File: src/rtl/e203_exu_oitf_pkg.sv
// Shared sizing constants for the outstanding instruction track FIFO.
// Default values mirror the core-wide configuration.
package e203_exu_oitf_pkg;

   localparam int E203_OITF_DEPTH  = 2;
   localparam int E203_ITAG_WIDTH  = 1;
   localparam int E203_RFIDX_WIDTH = 5;
   localparam int E203_PC_SIZE     = 32;

endpackage

File: src/rtl/e203_exu_oitf_ptr.sv
// Circular FIFO pointer with a wrap flag.
// The flag distinguishes full from empty when both pointers coincide.
module e203_exu_oitf_ptr #(
   parameter int DEPTH = 2,
   parameter int PTR_W = 1
) (
   input  logic             clk,
   input  logic             rst_n,
   input  logic             ena,
   output logic [PTR_W-1:0] ptr,
   output logic             flag
);

   localparam logic [PTR_W-1:0] LAST = PTR_W'(DEPTH - 1);

   // With DEPTH=1 LAST is zero, so the pointer stays at 0 and only the flag toggles.
   always_ff @(posedge clk or negedge rst_n) begin
      if (!rst_n) begin
         ptr  <= '0;
         flag <= 1'b0;
      end else if (ena) begin
         if (ptr == LAST) begin
            ptr  <= '0;
            flag <= ~flag;
         end else begin
            ptr <= ptr + 1'b1;
         end
      end
   end

endmodule

File: src/rtl/e203_exu_oitf.sv
// Outstanding Instruction Track FIFO: tracks in-flight long-pipe instructions,
// retires them in order and flags RAW/WAW hazards against their destinations.
module e203_exu_oitf
   import e203_exu_oitf_pkg::*;
#(
   parameter int DEPTH   = E203_OITF_DEPTH,
   parameter int ITAG_W  = E203_ITAG_WIDTH,
   parameter int RFIDX_W = E203_RFIDX_WIDTH,
   parameter int PC_W    = E203_PC_SIZE
) (
   input  logic               clk,
   input  logic               rst_n,

   output logic               dis_ready,
   input  logic               dis_ena,
   output logic [ITAG_W-1:0]  dis_ptr,
   input  logic               disp_i_rdwen,
   input  logic               disp_i_rdfpu,
   input  logic [RFIDX_W-1:0] disp_i_rdidx,
   input  logic [PC_W-1:0]    disp_i_pc,
   input  logic               disp_i_rs1en,
   input  logic               disp_i_rs2en,
   input  logic               disp_i_rs3en,
   input  logic               disp_i_rs1fpu,
   input  logic               disp_i_rs2fpu,
   input  logic               disp_i_rs3fpu,
   input  logic [RFIDX_W-1:0] disp_i_rs1idx,
   input  logic [RFIDX_W-1:0] disp_i_rs2idx,
   input  logic [RFIDX_W-1:0] disp_i_rs3idx,
   output logic               oitfrd_match_disprs1,
   output logic               oitfrd_match_disprs2,
   output logic               oitfrd_match_disprs3,
   output logic               oitfrd_match_disprd,

   input  logic               ret_ena,
   output logic [ITAG_W-1:0]  ret_ptr,
   output logic [RFIDX_W-1:0] ret_rdidx,
   output logic [PC_W-1:0]    ret_pc,
   output logic               ret_rdwen,
   output logic               ret_rdfpu,

   output logic               oitf_empty
);

   logic [ITAG_W-1:0] alloc_ptr;
   logic              alloc_flag;
   logic              ret_flag;
   logic              alloc_fire;
   logic              ret_fire;
   logic              full;

   logic               entry_valid [DEPTH];
   logic               entry_rdwen [DEPTH];
   logic               entry_rdfpu [DEPTH];
   logic [RFIDX_W-1:0] entry_rdidx [DEPTH];
   logic [PC_W-1:0]    entry_pc    [DEPTH];

   assign oitf_empty = (alloc_ptr == ret_ptr) && (alloc_flag == ret_flag);
   assign full       = (alloc_ptr == ret_ptr) && (alloc_flag != ret_flag);
   assign dis_ready  = ~full;
   assign alloc_fire = dis_ena & dis_ready;
   assign ret_fire   = ret_ena & ~oitf_empty;
   assign dis_ptr    = alloc_ptr;

   e203_exu_oitf_ptr #(.DEPTH(DEPTH), .PTR_W(ITAG_W)) u_alloc_ptr (
      .clk   (clk),
      .rst_n (rst_n),
      .ena   (alloc_fire),
      .ptr   (alloc_ptr),
      .flag  (alloc_flag)
   );

   e203_exu_oitf_ptr #(.DEPTH(DEPTH), .PTR_W(ITAG_W)) u_ret_ptr (
      .clk   (clk),
      .rst_n (rst_n),
      .ena   (ret_fire),
      .ptr   (ret_ptr),
      .flag  (ret_flag)
   );

   for (genvar i = 0; i < DEPTH; i++) begin : g_entry
      logic set_valid;
      logic clr_valid;

      assign set_valid = alloc_fire && (alloc_ptr == ITAG_W'(i));
      assign clr_valid = ret_fire   && (ret_ptr   == ITAG_W'(i));

      // Alloc and retire never target the same slot, since that needs empty or full.
      always_ff @(posedge clk or negedge rst_n) begin
         if (!rst_n) begin
            entry_valid[i] <= 1'b0;
            entry_rdwen[i] <= 1'b0;
            entry_rdfpu[i] <= 1'b0;
            entry_rdidx[i] <= '0;
            entry_pc[i]    <= '0;
         end else if (set_valid) begin
            entry_valid[i] <= 1'b1;
            entry_rdwen[i] <= disp_i_rdwen;
            entry_rdfpu[i] <= disp_i_rdfpu;
            entry_rdidx[i] <= disp_i_rdidx;
            entry_pc[i]    <= disp_i_pc;
         end else if (clr_valid) begin
            entry_valid[i] <= 1'b0;
         end
      end
   end

   assign ret_rdidx = entry_rdidx[ret_ptr];
   assign ret_pc    = entry_pc[ret_ptr];
   assign ret_rdwen = entry_rdwen[ret_ptr];
   assign ret_rdfpu = entry_rdfpu[ret_ptr];

   // Hazard lookup sees only registered entries: a retiring entry still hits,
   // the one being allocated this cycle does not.
   always_comb begin
      logic hit_rs1;
      logic hit_rs2;
      logic hit_rs3;
      logic hit_rd;
      hit_rs1 = 1'b0;
      hit_rs2 = 1'b0;
      hit_rs3 = 1'b0;
      hit_rd  = 1'b0;
      for (int e = 0; e < DEPTH; e++) begin
         if (entry_valid[e] && entry_rdwen[e]) begin
            if ((entry_rdidx[e] == disp_i_rs1idx) && (entry_rdfpu[e] == disp_i_rs1fpu)) hit_rs1 = 1'b1;
            if ((entry_rdidx[e] == disp_i_rs2idx) && (entry_rdfpu[e] == disp_i_rs2fpu)) hit_rs2 = 1'b1;
            if ((entry_rdidx[e] == disp_i_rs3idx) && (entry_rdfpu[e] == disp_i_rs3fpu)) hit_rs3 = 1'b1;
            if ((entry_rdidx[e] == disp_i_rdidx)  && (entry_rdfpu[e] == disp_i_rdfpu))  hit_rd  = 1'b1;
         end
      end
      oitfrd_match_disprs1 = disp_i_rs1en & hit_rs1;
      oitfrd_match_disprs2 = disp_i_rs2en & hit_rs2;
      oitfrd_match_disprs3 = disp_i_rs3en & hit_rs3;
      oitfrd_match_disprd  = disp_i_rdwen & hit_rd;
   end

endmodule

File: config.mk
export PLATFORM = sky130hd
export DESIGN_NAME = e203_exu_oitf
export DESIGN_NICKNAME = d
export VERILOG_FILES = /design/src/rtl/e203_exu_oitf_pkg.sv /design/src/rtl/e203_exu_oitf_ptr.sv /design/src/rtl/e203_exu_oitf.sv
export SDC_FILE = /design/constraint.sdc
export NUM_CORES = 1
export LEC_CHECK = 0
export ABC_AREA = 1
export CAP_MARGIN = 20
export CORE_ASPECT_RATIO = 0.5
export CORE_UTILIZATION = 50
export DETAILED_ROUTE_END_ITERATION = 10
export PLACE_DENSITY = 0.8
export SYNTH_ARGS = -nofsm -noshare
export SYNTH_HDL_FRONTEND = slang
export SYNTH_HIERARCHICAL = 1
export SYNTH_SLANG_ARGS = --single-unit
export TNS_END_PERCENT = 50
File: constraint.sdc
create_clock -name clk -period 1.83 [get_ports clk]
set_clock_uncertainty 0.1 [all_clocks]
set_input_delay 0.549 -clock clk [delete_from_list [all_inputs] [get_ports clk]]
set_output_delay 0.549 -clock clk [all_outputs]
set_load 0.1 [all_outputs]
==> summary.md, run 1 <==
* **status** stopped before the end
* **stopping stage** clock tree synthesis
* **tool error message** [ERROR DPL-0038] Utilization greater than 100%, impossible to legalize
* **CTS Buf Count** 9
* **horizontal die dimension** 136 microns
* **number of distinct standard cells referenced by the synthesized netlist** 21
* **Primary FF master, synth** sky130_fd_sc_hd__dfrtp_1
* **maximum count of clock buffers along a single path** 2
* **number of flops mapped to enable cells by yosys** 0
* **final estimated routing congestion in global placement** 0.894
* **total of warnings raised by yosys** 6
* **post-synthesis sequential area ratio** 46.7%
* **average footprint of a synthesized cell** 6.86 sq um
* **initial core utilization** 51.6%
* **instance count after placement with tap cells included** 910
* **Hold Buf Count CTS** 0
* **detailed-placement wirelength estimate** 10.2 mm
* **Synth Cell Area** 0.00451 sq mm
* **cells resized by post-CTS repair** 275
* **Top Ports** 111
* **standard cell area after detailed placement** 0.00730 sq mm
* **number of sinks on the clock net** 84
* **number of storage elements in the synthesis netlist** 84
* **Post-CTS Setup Bufs** 18
* **row count** 24
* **Die Height** 69.1 microns
* **Max H-tree Level** 3
* **Port-buffer cells** 110
* **share of async-settable or async-resettable flops after synthesis** 100%
* **cell at the root of the clock tree** sky130_fd_sc_hd__clkbuf_16
* **Gate Count Post-Synth** 657
* **net count after synthesis** 721
[Yosys cell counts (2+ instances only)]
cell type / number / area share, %
sky130_fd_sc_hd__o21ai_0: 75 / 8.3
sky130_fd_sc_hd__dfrtp_1: 84 / 47
sky130_fd_sc_hd__nor2_2: 2 / 0.28
sky130_fd_sc_hd__a21oi_1: 4 / 0.44
sky130_fd_sc_hd__clkbuf_1: 15 / 1.2
sky130_fd_sc_hd__nand3_1: 13 / 1.4
sky130_fd_sc_hd__inv_1: 81 / 6.7
sky130_fd_sc_hd__buf_6: 4 / 1.0
sky130_fd_sc_hd__nand2_1: 305 / 25
sky130_fd_sc_hd__a21boi_0: 2 / 0.33
sky130_fd_sc_hd__buf_2: 6 / 0.67
sky130_fd_sc_hd__nor2_1: 37 / 3.1
sky130_fd_sc_hd__xor2_1: 3 / 0.58
sky130_fd_sc_hd__clkbuf_2: 2 / 0.22
sky130_fd_sc_hd__xnor2_1: 5 / 0.97
sky130_fd_sc_hd__o21ai_1: 14 / 1.6
[stage by stage]
stage	TNS (ns)	hold slack, ns	worst slack, ns
2_1_floorplan	-18.46	0.153	-0.385
3_3_place_gp	-4.31	0.365	-0.736
3_5_place_dp	-5.84	0.373	-0.740
[cell families after synthesis]
logic type / Yosys count / share of synthesized area [%]
AO/OA/AOI/OAI: 96 / 10.8
flip-flops: 84 / 46.7
XOR/XNOR: 8 / 1.56
AND/OR/NAND/NOR: 360 / 31.0
buffers and inverters: 109 / 9.97
==> run 2: changes to the inputs <==
CORE_ASPECT_RATIO = unset   (was 0.5)
CORE_UTILIZATION = 40   (was 50)
PLACE_DENSITY = unset   (was 0.8)
PLACE_DENSITY_LB_ADDON = 0.15   (was unset)
==> summary.md, run 2 <==
* **Setup Viol. Count Final** 131
* **slack of the worst reg-to-reg path** -0.38 ns
* **max capacitance violation total** 0
* **biggest regs** entry_pc x64, entry_rdidx x10
* **worst slack on hold paths** 0.0240 ns
* **number of flip-flops in the largest register** 64
* **uppermost metal layer occupied by signal nets** met4
* **fin. max-slew vios** 0
* **clock insertion delay at the later pin of the skew report** 0.38 ns
* **cell type with the highest aggregate area in the netlist** sky130_fd_sc_hd__dfrtp_1
* **net count after synthesis** 721
* **cell count of the worst reg-to-reg path** 11
* **status** finished, violations left
* **share of the synthesized area in the top cell type** 46.7%
* **setup repair after global routing missed its margin** yes
* **Detailed Route WL** 21.6 mm
* **Primary FF master, synth** sky130_fd_sc_hd__dfrtp_1
* **detail-routed via count per cell** 5.51
* **actual slew at the worst max-slew pin** 0.508 ns
* **met2 routed wirelength** 10.9 mm
* **post-synthesis sequential area ratio** 46.7%
* **Port-buffer cells** 110
* **antenna violations before repair** 0
* **die area** 0.0117 sq mm
* **wire length on met3** 1.47 mm
* **initial core utilization** 41.4%
* **detailed router's first-iteration violation count** 373
* **clock tree from TritonCTS** yes
* **final core occ** 86.5%
* **number of flops mapped to enable cells by yosys** 0
* **critical path required time** 1.18 ns
* **violated checks** setup timing
* **final estimated routing congestion in global placement** 0.860
* **detailed-placement wirelength estimate** 9.80 mm
* **average footprint of a synthesized cell** 6.86 sq um
* **Final WS setup** -0.668 ns
* **via count of the first global-routing pass** 5,321
* **Core Footprint** 0.0109 sq mm
* **Net count, final** 909
* **total routing resource utilization after global routing** 29.4%
* **total of warnings raised by yosys** 6
* **number of storage elements in the synthesis netlist** 84
* **detailed-routing iteration count for the pre-antenna-repair pass** 5
* **number of sinks on the clock net** 84
* **leading post-synthesis cells by instance count** 305 x sky130_fd_sc_hd__nand2_1, 84 x sky130_fd_sc_hd__dfrtp_1, 81 x sky130_fd_sc_hd__inv_1
* **worst path arrival time** 1.85 ns
* **Hold Fails Final Rpt** 0
* **met1 wire length** 8.04 mm
* **Gate Count Post-Synth** 657
* **kind of launch point of the worst setup path** register
* **Synth Cell Area** 0.00451 sq mm
* **residual antenna-violating net count after detailed routing** 0
* **pin count of the biggest net entering global routing** 35
* **register with the most flip-flops** entry_pc
* **cell with the most instances after synthesis** sky130_fd_sc_hd__nand2_1
* **number of fill cells** 478
* **Max H-tree Level** 3
* **wire length of the first global-routing pass** 26.1 mm
* **maximum single-stage delay on the critical path** 0.38 ns
* **cell-by-cell trace of the critical path** nand2_1, inv_2, o21ai_0, nor2_1, nand3_2, a21oi_4, buf_12
* **largest fanout of any net on the critical path** 3
* **top cells by area in the synthesized netlist** sky130_fd_sc_hd__dfrtp_1 47%, sky130_fd_sc_hd__nand2_1 25%, sky130_fd_sc_hd__o21ai_0 8.3%
* **Die Height** 108 microns
* **clock-pin slew on the worst setup and hold paths** 0.10 ns
* **share of async-settable or async-resettable flops after synthesis** 100%
* **final worst path period need** 2.50 ns
* **via count** 5,457
* **maximum count of clock buffers along a single path** 2
* **Critical Path Slowest Stage Cell** sky130_fd_sc_hd__dfrtp_1
* **path class of the lowest-slack min-delay path** in -> async
* **WL per Instance** 21.8 microns
* **detailed-route DRC error count** 0
* **number of distinct standard cells referenced by the synthesized netlist** 21
* **GRT overflow** 0
* **Hold Buf Count CTS** 0
* **Achievable Freq** 0.400 GHz
* **commonest cells after routing, fill and taps aside** 171 x sky130_fd_sc_hd__nand2_1, 79 x sky130_fd_sc_hd__nand2_8, 77 x sky130_fd_sc_hd__dfrtp_1, 64 x sky130_fd_sc_hd__inv_1, 61 x sky130_fd_sc_hd__buf_12
* **portion of the clock cycle consumed by the worst path in the final layout** 137%
* **source of the critical timing path** entry_valid[0]$_DFFE_PN0P_
* **area delta synth->final** 109%
* **Worst slew margin** 66.0%
* **beginning of the worst register-to-register path** u_ret_ptr/ptr$_DFFE_PN0P_
* **Top Ports** 111
* **most frequent standard cell in the layout excluding fill and tap cells** sky130_fd_sc_hd__nand2_1
* **number of diodes** 0
* **CTS Buf Count** 9
* **horizontal die dimension** 108 microns
* **proportion of layout cells with a drive suffix above 1** 44.6%
* **nature of the critical path endpoint** primary output
* **cell at the root of the clock tree** sky130_fd_sc_hd__clkbuf_8
* **row count** 38
* **endpoint of the worst-slack reg-to-reg timing path** entry_pc[39]$_DFFE_PN0P_
* **total negative setup slack** -41.98 ns
* **critical path type** reg -> out
run 2: cell counts after synthesis:
Identical to the previous run, type by type.
run 2: kinds of logic (layout without fill, tap and decap cells):
family / count (synthesis) / in the layout / synth area share (%)
and+or+nand+nor: 360 / 360 / 31.0
xor gates and xnor gates: 8 / 8 / 1.56
DFF: 84 / 84 / 46.7
AOI/OAI and AO/OA: 96 / 96 / 10.8
buffers and inverters: 109 / 302 / 9.97
run 2: what timing repair did:
action	CTS	global route
setup buffers	10	10
setup endpoints to repair	97	131
pin swaps	34	33
endpoints found under the hold margin	0	0
gates cloned	8	8
resized for setup	229	166
run 2: per-layer routing:
metal / global-route usage (%) / up-vias
met5: 0 / -
li1: - / 2386
met3: 5.24 / 98
met1: 35.9 / 2639
met2: 51.0 / 334
met4: 12.1 / 0
run 2: how the worst max path moves through the flow:
stage / slack, ns / end
2_1_floorplan: -0.38 / ret_rdidx[3]
3_3_place_gp: -0.81 / oitfrd_match_disprs1
3_5_place_dp: -0.81 / oitfrd_match_disprs1
4_1_cts: -0.51 / oitfrd_match_disprd
5_1_grt: -0.68 / oitfrd_match_disprd
6_report: -0.67 / oitfrd_match_disprd
run 2: cell type report:
type | count | area, sq um | area share [%]
multi-input combinational | 464 | 3810 | 40.5
timing repair buffer | 204 | 2800 | 29.7
sequential | 84 | 2120 | 22.5
inverter | 82 | 353 | 3.75
tap | 140 | 175 | 1.86
clock buffer | 11 | 131 | 1.39
clock inverter | 5 | 38.8 | 0.412
run 2: through the flow:
stage | area, sq um | instances | worst slack (ns)
3_5_place_dp | 7380 | 939 | -0.812
3_3_place_gp | 7380 | 939 | -0.813
4_1_cts | 8610 | 973 | -0.507
6_report | 9420 | 990 | -0.668
5_1_grt | 9420 | 990 | -0.683
2_1_floorplan | 5280 | 657 | -0.385
run 2: worst max-delay path, delay by kind of cell (launching register included):
kind	cells	cell delay [ns]
simple gates	3	0.41
flops	1	0.38
compound gates	2	0.38
buf+inv	2	0.31
Power of run 2 is not shown: default switching activity piles up to over one toggle a cycle in this logic, so the estimate is an artifact.
